==> config.mk <==
export PLATFORM = sky130hd
export DESIGN_NAME = pb_event_decoder
export DESIGN_NICKNAME = d
export VERILOG_FILES = /design/src/rtl/pb_event_decoder.sv
export SDC_FILE = /design/constraint.sdc
export NUM_CORES = 1
export LEC_CHECK = 0
export BUFFER_PORTS_ARGS = -buffer_cell sky130_fd_sc_hd__buf_2
export CAP_MARGIN = 30
export CELL_PAD_IN_SITES_DETAIL_PLACEMENT = 0
export CELL_PAD_IN_SITES_GLOBAL_PLACEMENT = 1
export CORE_UTILIZATION = 37
export DETAILED_ROUTE_END_ITERATION = 8
export GPL_ROUTABILITY_DRIVEN = 0
export PLACE_DENSITY_LB_ADDON = 0.1
export SKIP_CTS_REPAIR_TIMING = 1
export SLEW_MARGIN = 5
export SYNTH_ARGS = -nofsm -noshare
export SYNTH_HDL_FRONTEND = slang
export SYNTH_SLANG_ARGS = --single-unit
==> constraint.sdc <==
create_clock -name clk -period 5.3 [get_ports clk]
set_clock_uncertainty 0.2 [all_clocks]
set_input_delay 0 -clock clk [delete_from_list [all_inputs] [get_ports clk]]
set_output_delay 0 -clock clk [all_outputs]
set_load 0.01 [all_outputs]
==> src/rtl/pb_event_decoder.sv <==
// pb_event_decoder: classifies debounced push-button presses into short,
// long and double presses and emits auto-repeat ticks while a long press is held.
// Optional feature: define PB_EVENT_DOUBLE_EN to build double-press detection
// (GAP/PRESS2 states). When it is undefined, short_tick fires on release and
// double_tick is tied low.
module pb_event_decoder #(
  parameter int unsigned LONG_CYCLES       = 50_000_000,
  parameter int unsigned DOUBLE_GAP_CYCLES = 12_500_000,
  parameter int unsigned REPEAT_CYCLES     = 10_000_000,
  parameter int unsigned CNT_W             = 26
) (
  input  logic clk,
  input  logic resetn,
  input  logic pb_level,
  output logic short_tick,
  output logic long_tick,
  output logic double_tick,
  output logic repeat_tick,
  output logic hold
);

  localparam logic [CNT_W-1:0] LONG_LAST   = CNT_W'(LONG_CYCLES - 1);
  localparam logic [CNT_W-1:0] REPEAT_LAST = CNT_W'(REPEAT_CYCLES - 1);
  localparam logic [CNT_W-1:0] CNT_ONE     = CNT_W'(1);

`ifdef PB_EVENT_DOUBLE_EN
  localparam logic [CNT_W-1:0] GAP_LAST    = CNT_W'(DOUBLE_GAP_CYCLES - 1);

  typedef enum logic [2:0] {
    IDLE   = 3'd0,
    PRESS  = 3'd1,
    HELD   = 3'd2,
    GAP    = 3'd3,
    PRESS2 = 3'd4
  } state_t;
`else
  typedef enum logic [2:0] {
    IDLE   = 3'd0,
    PRESS  = 3'd1,
    HELD   = 3'd2
  } state_t;
`endif

  state_t           state;
  logic [CNT_W-1:0] cnt;

  // Press classifier: state, shared counter and registered one-cycle ticks.
  always_ff @(posedge clk or negedge resetn) begin
    if (!resetn) begin
      state       <= IDLE;
      cnt         <= '0;
      short_tick  <= 1'b0;
      long_tick   <= 1'b0;
      double_tick <= 1'b0;
      repeat_tick <= 1'b0;
      hold        <= 1'b0;
    end else begin
      short_tick  <= 1'b0;
      long_tick   <= 1'b0;
      double_tick <= 1'b0;
      repeat_tick <= 1'b0;
      hold        <= 1'b0;
      case (state)
        IDLE: begin
          if (pb_level) begin
            state <= PRESS;
            cnt   <= '0;
          end
        end
        PRESS: begin
          // Release wins over the long threshold on the same edge.
          if (!pb_level) begin
`ifdef PB_EVENT_DOUBLE_EN
            state <= GAP;
`else
            state      <= IDLE;
            short_tick <= 1'b1;
`endif
            cnt <= '0;
          end else if (cnt == LONG_LAST) begin
            state     <= HELD;
            long_tick <= 1'b1;
            hold      <= 1'b1;
            cnt       <= '0;
          end else begin
            cnt <= cnt + CNT_ONE;
          end
        end
        HELD: begin
          if (!pb_level) begin
            state <= IDLE;
            cnt   <= '0;
          end else begin
            hold <= 1'b1;
            if (cnt == REPEAT_LAST) begin
              repeat_tick <= 1'b1;
              cnt         <= '0;
            end else begin
              cnt <= cnt + CNT_ONE;
            end
          end
        end
`ifdef PB_EVENT_DOUBLE_EN
        GAP: begin
          // A new press wins over the gap timeout on the same edge.
          if (pb_level) begin
            state       <= PRESS2;
            double_tick <= 1'b1;
            cnt         <= '0;
          end else if (cnt == GAP_LAST) begin
            state      <= IDLE;
            short_tick <= 1'b1;
            cnt        <= '0;
          end else begin
            cnt <= cnt + CNT_ONE;
          end
        end
        PRESS2: begin
          // Second press of a double is not classified further.
          if (!pb_level) begin
            state <= IDLE;
            cnt   <= '0;
          end
        end
`endif
        default: begin
          state <= IDLE;
          cnt   <= '0;
        end
      endcase
    end
  end

endmodule

==> results of run 1 <==
[synthesized netlist by cell type, drive strengths merged (2+ instances only)]
library cell | instances | area share, %
a21oi | 19 | 5.3
nor4 | 4 | 1.3
nand2 | 18 | 3.6
nor4bb | 3 | 1.6
a31oi | 13 | 4.4
or3 | 7 | 2.3
nand3 | 14 | 3.8
o21ai | 17 | 5.0
nand2b | 3 | 1.0
ha | 4 | 2.7
nand4 | 5 | 2.8
a22o | 4 | 1.9
and4 | 2 | 0.94
dfrtp | 32 | 43
nor2b | 3 | 1.0
buf | 6 | 2.8
and3 | 6 | 2.0
clkbuf | 3 | 0.60
a21o | 4 | 1.7
or4 | 2 | 0.81
inv | 12 | 2.4
nor3 | 3 | 1.1
nor2 | 9 | 1.8
[registers in the layout, indices dropped and copies added, names as in the netlist]
signal       count
short_tick       1
repeat_tick      1
state            2
hold             1
long_tick        1
cnt             26
[final cells by class]
cell class / instances / area (µm²) / area share (%)
multi-input cells: 151 / 956 / 46.8
clock buffers: 8 / 90.1 / 4.41
repair buffers: 10 / 65.1 / 3.19
well taps: 67 / 83.8 / 4.11
flip-flops and latches: 32 / 801 / 39.2
inverters: 12 / 45.0 / 2.21
[layer usage]
metal / vias up / routed length [µm] / share of wire (%)
met2: 29 / 2040 / 47
met5: - / 0 / 0
met3: 4 / 151 / 3.5
met1: 749 / 2130 / 49
li1: 772 / - / -
met4: 0 / 45 / 1.0
[how the worst max path moves through the flow]
stage	startpoint	to	cells past startpoint
floorplan	cnt[0]$_DFFE_PN0P_	cnt[10]$_DFFE_PN0P_	9
global placement	cnt[0]$_DFFE_PN0P_	cnt[23]$_DFFE_PN0P_	8
detailed placement	cnt[0]$_DFFE_PN0P_	cnt[23]$_DFFE_PN0P_	8
CTS	cnt[0]$_DFFE_PN0P_	cnt[23]$_DFFE_PN0P_	8
global route	cnt[0]$_DFFE_PN0P_	cnt[23]$_DFFE_PN0P_	8
finish	cnt[0]$_DFFE_PN0P_	cnt[23]$_DFFE_PN0P_	8
[power breakdown]
part	switching, W	internal (W)	total (W)
clock	0.0000894	0.000106	0.000195
combinational	0.0000978	0.0000506	0.000148
sequential	0.00000737	0.000254	0.000261
total	0.000195	0.000410	0.000605
[metrics by stage]
step | cells | utilization (%) | worst slack, ns | power [W]
2_1_floorplan | 204 | - | 2.94 | 0.000377
3_3_place_gp | 269 | 40.2 | 2.59 | 0.000406
3_5_place_dp | 269 | 40.2 | 2.53 | 0.000409
4_1_cts | 277 | 42.1 | 2.51 | 0.000604
5_1_grt | 280 | 42.6 | 2.34 | 0.000639
6_report | 280 | 42.6 | 2.50 | 0.000605
[cell families after synthesis]
kind of cell / after synthesis / synth area share, %
AOI/OAI and AO/OA: 63 / 21.8
buffers and inverters: 21 / 5.77
adders and majority gates: 4 / 2.68
and+or+nand+nor: 83 / 26.6
other: 1 / 0.201
DFF: 32 / 43.0
==> flow_metrics.py, run 1 <==
metrics = {
    "setup_path": {
        "worstSetupPathType": "reg2reg",
        "critPathTopFamily": "compound AO/OA/AOI/OAI gates",
        "worstReg2RegStart": "cnt[0]$_DFFE_PN0P_",
        "timing.reg2reg.setup_slack_ns": 2.50,
        "cp.required_ns": 5.30,
        "cp.arrival_ns": 2.79,
        "path_max_fanout": 23,
        "path_buf_inv": 1,
        "worstRegToRegCells": 8,
        "reg2reg_to": "cnt[23]$_DFFE_PN0P_",
        "cpMaxStageDelayCell": "a21oi_2",
        "crit_chain": "ha_1 > and3_1 > nand4_4 > o21ai_0 > a21oi_2 > buf_4 > or2b_1 > a31oi_1",
        "worstSetupStartpointType": "flip-flop",
        "end_kind": "flip-flop",
        "cpPeakStageDelay_ns": 0.47,
    },
    "power": {
        "p_leak_nw": 0.864,
        "ir_drop_mv": 0.159,
        "p_per_area_mw_per_mm2": 296,
    },
    "clock_tree": {
        "cts.sinks": 32,
        "cts_made_buffers": 5,
        "clockBufferDepth": 2,
        "path_clk_slew_ns": 0.07,
        "tritoncts": "built",
        "htree_levels": 2,
        "cts_root_buf": "clkbuf_8",
        "insertion_delay_ns": 0.28,
    },
    "placed_design": {
        "io_buffers": 6,
        "placed_cell_area_mm2": 0.00192,
        "dpl.hpwl_mm": 2.94,
    },
    "final_layout": {
        "layout_commonest_cell": "dfrtp_1",
        "drive_above_1_share_pct": 11.7,
        "syn2layout_area_growth_pct": 9.46,
        "final_cell_mix": "dfrtp_1, nand2_1, a21oi_1, nand3_1, o21ai_0",
        "fill_cells": 481,
        "nets": 219,
        "num_antenna_cells": 0,
        "final_area_mm2": 0.00204,
    },
    "min_path": {
        "hold_path_class": "in2async",
    },
    "timing": {
        "period_share_pct": 52.8,
        "period_minus_slack_ns": 2.80,
        "drv_slew": 0,
        "worstMarginPinSlew_ns": 0.725,
        "hold_viol": 0,
        "slew_headroom_pct": 51.7,
        "holdWs_ns": 0.110,
        "fmax_mhz": 357,
        "finalSetupViolCount": 0,
        "grt_setup_unrepaired": "no",
        "fin_tns_setup_ns": 0,
    },
    "synth": {
        "synth_area_mm2": 0.00186,
        "synth.avg_cell_area_um2": 9.14,
        "mappedNetlistNets": 211,
        "yosys_warnings": 0,
        "synth_seq_cells": 32,
        "synth_edf_count": 0,
        "synth_top_flop_cell": "dfrtp_1",
        "ys_seq_area_share_pct": 43.0,
        "yosysUniqueCellTypes": 43,
        "synthArstFlopShare_pct": 100,
        "syn_inst": 204,
    },
    "detailed_routing": {
        "dr_total_vias": 1554,
        "drt_iter0_drc": 92,
        "drt-total-wl_mm": 4.36,
        "postRouteAntennaNets": 0,
        "drc": 0,
        "routed_via_density": 5.55,
        "wl_per_cell_um": 15.6,
        "firstDrtPassIters": 4,
    },
    "floorplanning": {
        "die_area_mm2": 0.00533,
        "ios": 8,
        "rows": 25,
        "die_w_um": 73.0,
        "initial_core_util_pct": 39.0,
        "core-area_mm2": 0.00479,
        "die_y_um": 73.0,
    },
    "grt": {
        "grt_pass1_wl_mm": 7.46,
        "grt.met2_usage_pct": 27.7,
        "met1_usage_pct": 26.5,
        "grt.busiest_layer": "met2",
        "antenna_found_initial": 0,
        "grt_use_met3_pct": 4.14,
        "track_usage_pct": 18.6,
        "grt_max_degree": 33,
        "grt_pass1_vias": 1483,
        "grt_overflow": 0,
    },
    "run": {
        "maxCapViolations": 0,
    },
    "outcome": {
        "run_status": "complete, no violations",
    },
}
No activity file was read; power rests on OpenSTA's default activity.
==> run 2: changes to the inputs <==
Clock period 5.3 ns to 2.8 ns, I/O delays scaled along.
==> run 2 against run 1 <==
  * Count of clock-buffer cells in the layout unchanged
  * First-iteration DRC count increased by 53%
  * Largest power group unchanged
  * Critical path type unchanged
  * Flip-flop and latch count unchanged
==> flow_metrics.py, run 2 (synthesis gave the netlist of run 1 again) <==
metrics = {
    "timing": {
        "holdWs_ns": 0.115,
        "grt_setup_unrepaired": "no",
        "slew_headroom_pct": 51.4,
        "hold_viol": 0,
        "finalSetupViolCount": 0,
        "period_share_pct": 91.3,
        "drv_slew": 0,
        "fin_tns_setup_ns": 0,
        "worstMarginPinSlew_ns": 0.729,
        "period_minus_slack_ns": 2.56,
        "fmax_mhz": 391,
        "setup_ws_ns": 0.245,
    },
    "setup_path": {
        "cpMostUsedCell": "a21o_1",
        "cp.required_ns": 2.77,
        "path_max_fanout": 25,
        "worstSetupStartpointType": "flip-flop",
        "cpMaxStageDelayCell": "o41ai_4",
        "worstSetupPathType": "reg2reg",
        "end_kind": "flip-flop",
        "cpPeakStageDelay_ns": 0.49,
        "cp.arrival_ns": 2.53,
        "timing.reg2reg.setup_slack_ns": 0.24,
        "crit_chain": "nor4b_4 > nand4_4 > o41ai_4 > a21oi_2 > buf_12 > a21o_1 > a21o_1",
    },
    "clock_tree": {
        "tritoncts": "built",
        "path_clk_slew_ns": 0.07,
        "insertion_delay_ns": 0.28,
        "cts_made_buffers": 5,
        "htree_levels": 2,
        "cts_root_buf": "clkbuf_8",
        "cts.sinks": 32,
        "clockBufferDepth": 2,
    },
    "placed_design": {
        "dpl.hpwl_mm": 3.11,
        "pre_cts_slack_ns": 0.250,
        "dp.cells": 273,
        "io_buffers": 6,
    },
    "power": {
        "pwr-share-seq_pct": 42.9,
        "comb_power_share_pct": 24.8,
        "p_switching_w": 0.000371,
        "power_frac_clock_pct": 32.3,
        "p_leak_nw": 0.882,
        "p_int_w": 0.000785,
        "p_per_area_mw_per_mm2": 557,
        "ir_drop_mv": 0.305,
        "power.switching_fraction_pct": 32.1,
    },
    "final_layout": {
        "final_cell_count_no_fill": 283,
        "largest_reg_flops": 26,
        "fill_cells": 478,
        "layout_commonest_cell": "dfrtp_1",
        "drive_above_1_share_pct": 13.0,
        "final_cell_mix": "dfrtp_1, nand2_1, a21oi_1, nand3_1, o21ai_0",
        "reg_top3": "cnt: 26 flops, state: 2 flops",
        "syn2layout_area_growth_pct": 11.3,
        "num_antenna_cells": 0,
        "regMostFlops": "cnt",
        "nets": 222,
    },
    "grt": {
        "grt_max_degree": 33,
        "track_usage_pct": 19.4,
        "grt_overflow": 0,
        "grt_pass1_wl_mm": 7.67,
        "antenna_found_initial": 0,
        "grt_pass1_vias": 1484,
    },
    "floorplanning": {
        "die_w_um": 73.0,
        "initial_core_util_pct": 39.0,
        "core-area_mm2": 0.00479,
        "die_area_mm2": 0.00533,
        "die_y_um": 73.0,
        "ios": 8,
        "rows": 25,
    },
    "detailed_routing": {
        "met3_length_um": 125,
        "dr_total_vias": 1577,
        "drt-total-wl_mm": 4.52,
        "postRouteAntennaNets": 0,
        "routed_via_density": 5.57,
        "firstDrtPassIters": 4,
        "routed.top_layer": "met4",
        "drc": 0,
        "wl_met1_mm": 2.19,
        "wl_per_cell_um": 16.0,
        "drt_iter0_drc": 141,
        "met2_length_mm": 2.19,
    },
    "outcome": {
        "run_status": "complete, no violations",
    },
    "run": {
        "maxCapViolations": 0,
    },
    "min_path": {
        "hold_path_class": "in2async",
    },
}
==> run 2: cell count changes in the layout (fill, tap and decap cells not counted) <==
cell	change
buf_12	+1
buf_4	+2
==> run 2: power groups by stage <==
stage | registers (W) | logic, W | clock network [W]
2_1_floorplan | 0.000503 | 0.000211 | 0
3_3_place_gp | 0.000501 | 0.000281 | 0
3_5_place_dp | 0.000504 | 0.000288 | 0
4_1_cts | 0.000495 | 0.000288 | 0.000389
5_1_grt | 0.000498 | 0.000320 | 0.000411
6_report | 0.000495 | 0.000287 | 0.000373
==> run 2: metrics by stage <==
stage,instance area [µm²],util (%),total power (W)
2_1_floorplan,1860,-,0.000714
3_3_place_gp,1970,41.1,0.000782
3_5_place_dp,1970,41.1,0.000792
4_1_cts,2060,43.0,0.00117
5_1_grt,2080,43.4,0.00123
6_report,2080,43.4,0.00116
==> run 2: per-layer routing <==
metal | up-vias | GRT usage, %
met5 | - | 0
met2 | 21 | 30.3
li1 | 776 | -
met4 | 0 | 5.23
met1 | 778 | 26.8
met3 | 2 | 4.56
==> run 2: final timing paths <==
| kind | to | startpoint | depth (start not counted) |
|---|---|---|---|
| max | cnt[3]$_DFFE_PN0P_ | cnt[16]$_DFFE_PN0P_ | 7 |
| min | cnt[22]$_DFFE_PN0P_ | resetn | 2 |
| max reg2reg | cnt[3]$_DFFE_PN0P_ | cnt[16]$_DFFE_PN0P_ | 7 |
| min reg2reg | cnt[6]$_DFFE_PN0P_ | cnt[6]$_DFFE_PN0P_ | 1 |
| max in group asynchronous | cnt[3]$_DFFE_PN0P_ | resetn | 2 |
| min in group clk | short_tick$_DFF_PN0_ | pb_level | 3 |
==> run 2: area by class of cell <==
class / count / area (µm²) / share of cell area [%]
Tap cell: 67 / 83.8 / 4.04
Inverter: 12 / 45.0 / 2.17
Sequential cell: 32 / 801 / 38.6
Multi-Input combinational cell: 151 / 956 / 46.1
Timing Repair Buffer: 13 / 100 / 4.82
Clock buffer: 8 / 90.1 / 4.34
==> run 2: worst max-delay path, delay by kind of cell, from the launching register on <==
kind / cells / cell delay [ns]
flops: 1 / 0.44
simple gates: 2 / 0.53
compound gates: 4 / 1.03
buf+inv: 1 / 0.22
==> run 3: changes to the inputs <==
Settings changed: CORE_MARGIN set to 2.
==> run 3 against run 2 <==
  * Clock power hardly changed
  * Setup slack worse by 0.0086 ns
  * Non-clock buffer count fell by 2
  * Global-route usage decreased by 1.4 points
  * Critical path depth did not move
  * Power is 0.27% lower
  * Die area grew 5.6%
  * Design area down 1.3%
  * Register-to-register slack hardly changed
  * Critical path type unchanged
  * Largest power group unchanged
==> flow_metrics.py, run 3 (synthesis gave the netlist of run 1 again) <==
metrics = {
    "detailed_routing": {
        "drc": 0,
        "dr_total_vias": 1554,
        "firstDrtPassIters": 4,
        "drt_iter0_drc": 105,
        "wl_per_cell_um": 15.7,
        "postRouteAntennaNets": 0,
        "drt-total-wl_mm": 4.40,
        "routed_via_density": 5.53,
    },
    "floorplanning": {
        "die_y_um": 75.0,
        "initial_core_util_pct": 39.0,
        "ios": 8,
        "rows": 25,
        "die_area_mm2": 0.00562,
        "core-area_mm2": 0.00479,
        "die_w_um": 75.0,
    },
    "power": {
        "comb_power_share_pct": 24.9,
        "power.switching_fraction_pct": 32.2,
        "p_int_w": 0.000781,
        "ir_drop_mv": 0.306,
        "p_switching_w": 0.000371,
        "pwr-share-seq_pct": 43.0,
        "power_frac_clock_pct": 32.1,
        "p_per_area_mw_per_mm2": 563,
        "p_leak_nw": 0.870,
    },
    "grt": {
        "track_usage_pct": 18.0,
        "grt_pass1_vias": 1561,
        "grt_overflow": 0,
        "grt_pass1_wl_mm": 7.54,
        "grt_max_degree": 33,
        "antenna_found_initial": 0,
    },
    "timing": {
        "period_minus_slack_ns": 2.56,
        "finalSetupViolCount": 0,
        "setup_ws_ns": 0.236,
        "holdWs_ns": 0.118,
        "grt_setup_unrepaired": "no",
        "drv_slew": 0,
        "worstMarginPinSlew_ns": 0.748,
        "fin_tns_setup_ns": 0,
        "slew_headroom_pct": 50.1,
        "hold_viol": 0,
        "period_share_pct": 91.6,
        "fmax_mhz": 390,
    },
    "final_layout": {
        "num_antenna_cells": 0,
        "reg_top3": "cnt: 26 flops, state: 2 flops",
        "drive_above_1_share_pct": 12.1,
        "nets": 220,
        "final_cell_mix": "dfrtp_1, nand2_1, a21oi_1, nand3_1",
        "syn2layout_area_growth_pct": 9.87,
        "largest_reg_flops": 26,
        "final_area_mm2": 0.00205,
        "regMostFlops": "cnt",
        "layout_commonest_cell": "dfrtp_1",
    },
    "clock_tree": {
        "cts.sinks": 32,
        "cts_made_buffers": 5,
        "insertion_delay_ns": 0.28,
        "tritoncts": "built",
        "path_clk_slew_ns": 0.07,
        "htree_levels": 2,
        "cts_root_buf": "clkbuf_8",
        "clockBufferDepth": 2,
    },
    "setup_path": {
        "worstRegToRegCells": 7,
        "worstSetupPathType": "reg2reg",
        "path_max_fanout": 14,
        "cp.arrival_ns": 2.54,
        "cp.required_ns": 2.77,
        "end_kind": "flip-flop",
        "worstSetupStartpointType": "flip-flop",
    },
    "outcome": {
        "run_status": "complete, no violations",
    },
    "run": {
        "maxCapViolations": 0,
    },
    "placed_design": {
        "dpl.hpwl_mm": 2.98,
        "io_buffers": 6,
        "placed_cell_area_mm2": 0.00194,
        "pre_cts_slack_ns": 0.132,
    },
    "min_path": {
        "hold_path_class": "in2async",
    },
}
-- run 3: path summary, 6_finish.rpt --
| kind | startpoint | to | slack (ns) |
|---|---|---|---|
| worst max-delay path | cnt[0]$_DFFE_PN0P_ | cnt[22]$_DFFE_PN0P_ | 0.24 |
| worst min-delay path | resetn | cnt[19]$_DFFE_PN0P_ | 0.12 |
| worst max register to register | cnt[0]$_DFFE_PN0P_ | cnt[22]$_DFFE_PN0P_ | 0.24 |
| worst min register to register | cnt[6]$_DFFE_PN0P_ | cnt[6]$_DFFE_PN0P_ | 0.28 |
| max in group asynchronous | resetn | cnt[3]$_DFFE_PN0P_ | 1.80 |
| min in group clk | pb_level | short_tick$_DFF_PN0_ | 0.28 |
-- run 3: layout make-up --
type	instances	area (µm²)
Inverter	12	45.0
Tap cell	67	83.8
Multi-Input combinational cell	151	956
Sequential cell	32	801
Clock buffer	8	90.1
Fill cell	499	2740
Timing Repair Buffer	11	72.6
-- run 3: power groups by stage --
stage | clock [W] | combinational, W | sequential [W]
2_1_floorplan | 0 | 0.000211 | 0.000503
3_3_place_gp | 0 | 0.000276 | 0.000501
3_5_place_dp | 0 | 0.000284 | 0.000503
4_1_cts | 0.000383 | 0.000285 | 0.000495
5_1_grt | 0.000408 | 0.000328 | 0.000498
6_report | 0.000370 | 0.000287 | 0.000495
-- run 3: metrics by stage --
step / instances / total power, W / util (%)
CTS: 279 / 0.00116 / 42.4
detailed placement: 271 / 0.000788 / 40.5
floorplan: 204 / 0.000714 / -
global placement: 271 / 0.000777 / 40.5
global route: 281 / 0.00123 / 42.8
finish: 281 / 0.00115 / 42.8
-- run 3: critical path, cell delays in order (launching register included) --
cell     delay (ns)
dfrtp_1        0.41
ha_1           0.21
and3_1         0.35
nand4_4        0.17
o41ai_4        0.36
a21o_2         0.40
o21ai_2        0.10
a22o_1         0.26
-- run 3: routing by layer --
metal	GRT usage, %	vias up	wire length, µm
met1	24.1	758	2210
met4	7.54	0	12
li1	-	769	-
met3	4.55	2	142
met5	0	-	0
met2	27.9	25	2040
